## src/rtl/digit_scan_controller.sv

```systemverilog
// BCD up-counter with a time-multiplexed, active-low common-anode 7-segment scanner.
// Each slot is SCAN_DIV cycles: BLANK cycles with all anodes off, then the digit is driven.
module digit_scan_controller #(
    parameter int DIGITS   = 4,
    parameter int SCAN_DIV = 50000,
    parameter int BLANK    = 16
) (
    input  logic                  clock,
    input  logic                  reset_n,
    input  logic                  ativador,
    input  logic                  step,
    input  logic                  clear,
    input  logic                  lz_blank,
    output logic [6:0]            seg,
    output logic [DIGITS-1:0]     an,
    output logic [4*DIGITS-1:0]   value,
    output logic                  overflow
);

    localparam int TW = (SCAN_DIV > 1) ? $clog2(SCAN_DIV) : 1;
    localparam int SW = (DIGITS > 1) ? $clog2(DIGITS) : 1;
    localparam logic [TW-1:0] T_BLANK_END = TW'(BLANK - 1);
    localparam logic [TW-1:0] T_SLOT_END  = TW'(SCAN_DIV - 1);
    localparam logic [SW-1:0] S_LAST      = SW'(DIGITS - 1);

    typedef enum logic {S_BLANK = 1'b0, S_DRIVE = 1'b1} state_t;

    state_t                state;
    logic [TW-1:0]         timer;
    logic [SW-1:0]         slot;
    logic [4*DIGITS-1:0]   value_next;
    logic                  all_nines;
    logic                  carry;
    logic [DIGITS-1:0]     suppress;
    logic                  zero_above;
    logic [3:0]            digit_sel;
    logic                  suppress_sel;
    logic [6:0]            seg_sel;
    logic [DIGITS-1:0]     an_sel;

    function automatic logic [6:0] decode(input logic [3:0] d);
        case (d)
            4'd0:    decode = 7'b0000001;
            4'd1:    decode = 7'b1001111;
            4'd2:    decode = 7'b0010010;
            4'd3:    decode = 7'b0000110;
            4'd4:    decode = 7'b1001100;
            4'd5:    decode = 7'b0100100;
            4'd6:    decode = 7'b0100000;
            4'd7:    decode = 7'b0001111;
            4'd8:    decode = 7'b0000000;
            4'd9:    decode = 7'b0000100;
            default: decode = 7'b1111111;
        endcase
    endfunction

    // Ripple increment: carry survives the loop only if every digit was 9.
    always_comb begin
        value_next = value;
        carry      = 1'b1;
        for (int i = 0; i < DIGITS; i++) begin
            if (carry) begin
                if (value[4*i +: 4] == 4'd9) begin
                    value_next[4*i +: 4] = 4'd0;
                end else begin
                    value_next[4*i +: 4] = value[4*i +: 4] + 4'd1;
                    carry                = 1'b0;
                end
            end
        end
        all_nines = carry;
    end

    // A digit is a leading zero when it and every digit above it are zero.
    always_comb begin
        suppress   = '0;
        zero_above = 1'b1;
        for (int i = DIGITS - 1; i > 0; i--) begin
            zero_above  = zero_above && (value[4*i +: 4] == 4'd0);
            suppress[i] = lz_blank && zero_above;
        end
    end

    always_comb begin
        digit_sel    = 4'd0;
        suppress_sel = 1'b0;
        for (int i = 0; i < DIGITS; i++) begin
            if (SW'(i) == slot) begin
                digit_sel    = value[4*i +: 4];
                suppress_sel = suppress[i];
            end
        end
        seg_sel = suppress_sel ? 7'b1111111 : decode(digit_sel);
        an_sel  = ~(DIGITS'(1) << slot);
    end

    always_ff @(posedge clock or negedge reset_n) begin
        if (!reset_n) begin
            value    <= '0;
            overflow <= 1'b0;
            seg      <= 7'b1111111;
            an       <= '1;
            timer    <= '0;
            slot     <= '0;
            state    <= S_BLANK;
        end else begin
            overflow <= 1'b0;
            if (clear) begin
                value <= '0;
            end else if (step && ativador) begin
                value    <= value_next;
                overflow <= all_nines;
            end

            // Outputs are loaded with the state being entered, so an/seg track the FSM.
            case (state)
                S_BLANK: begin
                    timer <= timer + 1'b1;
                    if (timer == T_BLANK_END) begin
                        state <= S_DRIVE;
                        an    <= an_sel;
                        seg   <= seg_sel;
                    end else begin
                        an    <= '1;
                        seg   <= 7'b1111111;
                    end
                end
                S_DRIVE: begin
                    if (timer == T_SLOT_END) begin
                        timer <= '0;
                        slot  <= (slot == S_LAST) ? '0 : slot + 1'b1;
                        state <= S_BLANK;
                        an    <= '1;
                        seg   <= 7'b1111111;
                    end else begin
                        timer <= timer + 1'b1;
                        an    <= an_sel;
                        seg   <= seg_sel;
                    end
                end
                default: state <= S_BLANK;
            endcase
        end
    end

endmodule
```

## config.mk

```make
export PLATFORM = sky130hd
export DESIGN_NAME = digit_scan_controller
export DESIGN_NICKNAME = d
export VERILOG_FILES = /design/src/rtl/digit_scan_controller.sv
export SDC_FILE = /design/constraint.sdc
export NUM_CORES = 1
export LEC_CHECK = 0
export BUFFER_PORTS_ARGS = -buffer_cell sky130_fd_sc_hd__buf_2
export CORE_ASPECT_RATIO = 0.6
export CORE_MARGIN = 5
export CORE_UTILIZATION = 59
export CTS_BUF_LIST = sky130_fd_sc_hd__clkbuf_2
export DETAILED_ROUTE_END_ITERATION = 10
export GPL_TIMING_DRIVEN = 0
export PLACE_DENSITY = 0.81
export SLEW_MARGIN = 40
export SYNTH_ARGS = -nofsm -noshare
export SYNTH_HDL_FRONTEND = slang
export SYNTH_SLANG_ARGS = --single-unit
```

## constraint.sdc

```tcl
create_clock -name clock -period 2.6 [get_ports clock]
set_input_delay 0.52 -clock clock [delete_from_list [all_inputs] [get_ports clock]]
set_output_delay 0.52 -clock clock [all_outputs]
set_load 0.05 [all_outputs]
```

==> impl_summary.md <==
Clock tree
The clock tree from TritonCTS is done. The clock latency reported for the late side of the worst-skew pair is 0.43 ns. The number of clock sinks seen by CTS is 47. The clock slew at the register clock pins of the worst setup and hold paths is 0.25 ns.

The largest buffer count on any clock path is 2. The cell sitting at the root of the clock tree is a sky130_fd_sc_hd__clkbuf_2. The clock buffer count from CTS is 5. The level count of the clock H-tree is 2. The count of hold buffers inserted by post-cts repair is 0.

Finish
The share of post-route cells with drive strength above 1 is 0.217. The diode insertion count for antenna repair is 0. Compared with the post-synthesis result, the final layout area differs by 12.7%. The most common cell after layout, fill and taps aside is sky130_fd_sc_hd__dfrtp_1. Once layout is complete, the utilization of the core stands at 0.698.

The area of all placed cells without fillers is 2930 µm². Fill cells in the final layout number 349. The final net count is 330. The library cells used most frequently in the layout, excluding fill and tap cells, are 36 x sky130_fd_sc_hd__dfrtp_1, 34 x sky130_fd_sc_hd__buf_2, 31 x sky130_fd_sc_hd__nor2_1.

The non-filler instance count after layout is 364.

Floorplanning
The horizontal die dimension is 95.6 µm. The initialized floorplan defines 18 standard-cell rows. During I/O placement, the number of pins put on the boundary was 34. The area of the core region is 4190 µm².

The floorplan step set the die height to 61.4 µm. The initial standard-cell utilization of the core is 0.620. The die covers 5870 µm².

Yosys
Of all flip-flops after synthesis, the portion carrying an async set or reset was 1.00. Ranked by total cell area, the synthesized netlist is headed by sky130_fd_sc_hd__dfrtp_1 35%, sky130_fd_sc_hd__dfstp_2 11%, sky130_fd_sc_hd__ha_1 10%, sky130_fd_sc_hd__xor2_1 5.1%, sky130_fd_sc_hd__nor2_1 4.5%. The number of warning messages in the yosys log is 0. The share of the yosys chip area belonging to registers is 0.458. The fraction of post-synthesis cell area in the top cell type by area is 0.347.

The post-synthesis cell type with the largest combined area is sky130_fd_sc_hd__dfrtp_1. After synthesis, the mean cell area works out to 9.87 µm². The summed instance area of the synthesized netlist is 2600 µm².

The net count after synthesis is 290. Counting every instance in the synthesized netlist gives 263. In the synthesized netlist the dominant register cell turns out to be sky130_fd_sc_hd__dfrtp_1. Counting flops with a built-in enable in the synthesized netlist gives 0. The number of distinct standard cells referenced by the synthesized netlist is 45. The number of synthesized register bits is 47.

Setup path
In this run the worst setup path begins at slot[0]. The destination of the critical timing path is seg[1]. The worst setup path category is register to register. The launch instance of the worst register-to-register path is slot[0]. The critical path startpoint category is a register. The capture point of the worst reg-to-reg path is seg[1].

Counting cells, the worst reg-to-reg path comes to 9. The type of element capturing the critical path is a register. Data on the critical path arrives at its endpoint at 2.81 ns. The largest fanout on the critical path is 10. For flop-to-flop paths, the worst setup slack is 0.15 ns. The required arrival time at the worst endpoint is 2.96 ns.

Timing
The peak clock frequency supported by timing is 408 MHz. On the final layout, the worst clock skew is 0.0171 ns. The final number of hold-violating endpoints is 0. The tightest hold margin is 0.0509 ns. Headroom to the max-slew limit came out at 0.571. The setup violation total in the final timing report is 0. For the pin with the worst max-slew slack, the measured transition is 0.639 ns. The clock period could shrink to 2.45 ns. In the finished design, the share of the clock period the worst path needs comes to 0.943. The number of max-slew violations in the final report is 0.

Placed design
The number of port buffers is 33. The half-perimeter wire length of the detailed placement result is 4.10 mm. The total cell area at the placement stage is 2840 µm². After detailed placement, the design holds a cell count of 356. Routability-driven placement finished with a final weighted congestion of 0.858.

GRT
In the global route stage, met3 resource usage came out at 0.0452. The met1 track demand over resource in global routing is 0.346. The number of antenna violations at the first check in global routing came to 0. The largest net degree at the start of global routing is 48. Summed over all layers, the global routing overflow is 0.

For this run, the total global-route usage over all layers was measured as 0.208. The number of global-route vias before repair came to 1804. The global-route wire length before repair is 9.21 mm. The met2 routing resource usage after global routing is 0.266. In this run the most used layer during global routing was met1.

Routing
The total routed wirelength is 5.45 mm. For this run, the detailed router's first-pass iteration total came to 4. Once detail routing completed, the nets flagged for antenna violations numbered 0. Dividing the detail-routed via count by the number of cells gives 5.60. In the final routed layout, each cell accounts on average for 15.0 µm. The number of violations reported at the end of detailed-routing iteration 0 is 211.

Detailed routing inserted a total of 2040 vias. The count of unresolved DRC violations after routing is 0.

Job
Across the run, the number of max-cap violations was 0.

Pwr
Power spread over the standard cell area amounts to 509 nW/µm². The leakage dissipation is 1.40 nW. Across the VDD grid, the largest voltage drop is 0.000324 V.

Worst hold path
The min-delay analysis places its worst path in the category input port to asynchronous set/reset pin.

Outcome
The run finished with clean final reports.
per-layer routing:
layer / vias to the layer above / share of wire
met5: - / 0
met4: 0 / 0.0077
met3: 6 / 0.074
met2: 61 / 0.39
met1: 981 / 0.53
li1: 992 / -
area by class of cell:
| type | instances | area, µm² | area share |
|---|---|---|---|
| plain buffers | 8 | 37.5 | 0.0128 |
| clock buffers | 5 | 25.0 | 0.00855 |
| repair buffers | 34 | 175 | 0.0599 |
| inverters | 14 | 52.6 | 0.0180 |
| well taps | 60 | 75.1 | 0.0257 |
| multi-input cells | 193 | 1330 | 0.453 |
| flip-flops and latches | 47 | 1190 | 0.407 |
| clock inverters | 3 | 43.8 | 0.0150 |
critical path, stage by stage, from the launching register on:
cell and delay [ns]:
sky130_fd_sc_hd__dfrtp_1 0.48, sky130_fd_sc_hd__ha_1 0.21, sky130_fd_sc_hd__clkbuf_1 0.21, sky130_fd_sc_hd__a211oi_1 0.32, sky130_fd_sc_hd__a221o_1 0.31, sky130_fd_sc_hd__inv_1 0.11, sky130_fd_sc_hd__ha_1 0.20, sky130_fd_sc_hd__or2_2 0.30
sky130_fd_sc_hd__a21oi_1 0.15, sky130_fd_sc_hd__o21ai_1 0.08
synthesized netlist by cell type, types with 2 or more instances:
| library cell | number |
|---|---|
| sky130_fd_sc_hd__nand4_1 | 8 |
| sky130_fd_sc_hd__and3_1 | 5 |
| sky130_fd_sc_hd__nor3b_1 | 4 |
| sky130_fd_sc_hd__o21ai_1 | 2 |
| sky130_fd_sc_hd__a21oi_1 | 8 |
| sky130_fd_sc_hd__buf_2 | 2 |
| sky130_fd_sc_hd__xor2_1 | 15 |
| sky130_fd_sc_hd__dfrtp_1 | 36 |
| sky130_fd_sc_hd__o21ai_0 | 11 |
| sky130_fd_sc_hd__inv_1 | 14 |
| sky130_fd_sc_hd__mux2i_1 | 4 |
| sky130_fd_sc_hd__clkbuf_1 | 5 |
| sky130_fd_sc_hd__o311ai_1 | 2 |
| sky130_fd_sc_hd__dfstp_2 | 11 |
| sky130_fd_sc_hd__ha_1 | 21 |
| sky130_fd_sc_hd__a221o_1 | 2 |
| sky130_fd_sc_hd__nand2_1 | 25 |
| sky130_fd_sc_hd__and3b_1 | 2 |
| sky130_fd_sc_hd__nor2_1 | 31 |
| sky130_fd_sc_hd__nor2b_1 | 5 |
| sky130_fd_sc_hd__xnor2_1 | 3 |
| sky130_fd_sc_hd__nand3b_1 | 6 |
| sky130_fd_sc_hd__and4_1 | 2 |
| sky130_fd_sc_hd__a211oi_1 | 3 |
| sky130_fd_sc_hd__o21a_1 | 2 |
| sky130_fd_sc_hd__nand3_1 | 11 |
| sky130_fd_sc_hd__nor3_1 | 5 |
metrics by stage:
| step | TNS [ns] | setup slack [ns] | power [mW] |
|---|---|---|---|
| 3_5_place_dp | 0 | 0.136 | 1.10 |
| 3_3_place_gp | 0 | 0.164 | 1.09 |
| 6_report | 0 | 0.147 | 1.49 |
| 4_1_cts | 0 | 0.0666 | 1.50 |
| 5_1_grt | -0.00666 | -0.00666 | 1.57 |
| 2_1_floorplan | 0 | 0.399 | 1.01 |
logic make-up after synthesis:
| group | count (synthesis) | synth area share |
|---|---|---|
| and+or+nand+nor | 111 | 0.222 |
| DFF | 47 | 0.458 |
| AOI/OAI and AO/OA | 39 | 0.107 |
| buffers and inverters | 23 | 0.0357 |
| adders and majority gates | 21 | 0.101 |
| xor gates and xnor gates | 18 | 0.0607 |
| muxes | 4 | 0.0154 |
worst min path at each step:
stage,startpoint,cells after the start,endpoint
4_1_cts,reset_n,1,value[0]
3_5_place_dp,timer[0],1,timer[0]
3_3_place_gp,timer[0],1,timer[0]
6_report,reset_n,1,value[4]
5_1_grt,reset_n,1,timer[10]
2_1_floorplan,reset_n,0,overflow
sequential cells by signal, indices dropped and copies added, names as in the netlist:
signal and cells:
value 16, timer 16, slot 2, state 1, seg 7, overflow 1, an 4
repair_timing:
action | in CTS | in global routing
gates resized for setup | 0 | 5
setup buffers | 0 | 1
setup endpoints to repair | 0 | 3
endpoints found under the hold margin | 0 | 0
power by group:
group	switching [mW]	internal (mW)	total [mW]
logic	0.209	0.0670	0.276
clock network	0.240	0.163	0.402
registers	0.0429	0.767	0.810
Note: power is estimated with default switching activity, not from simulation.
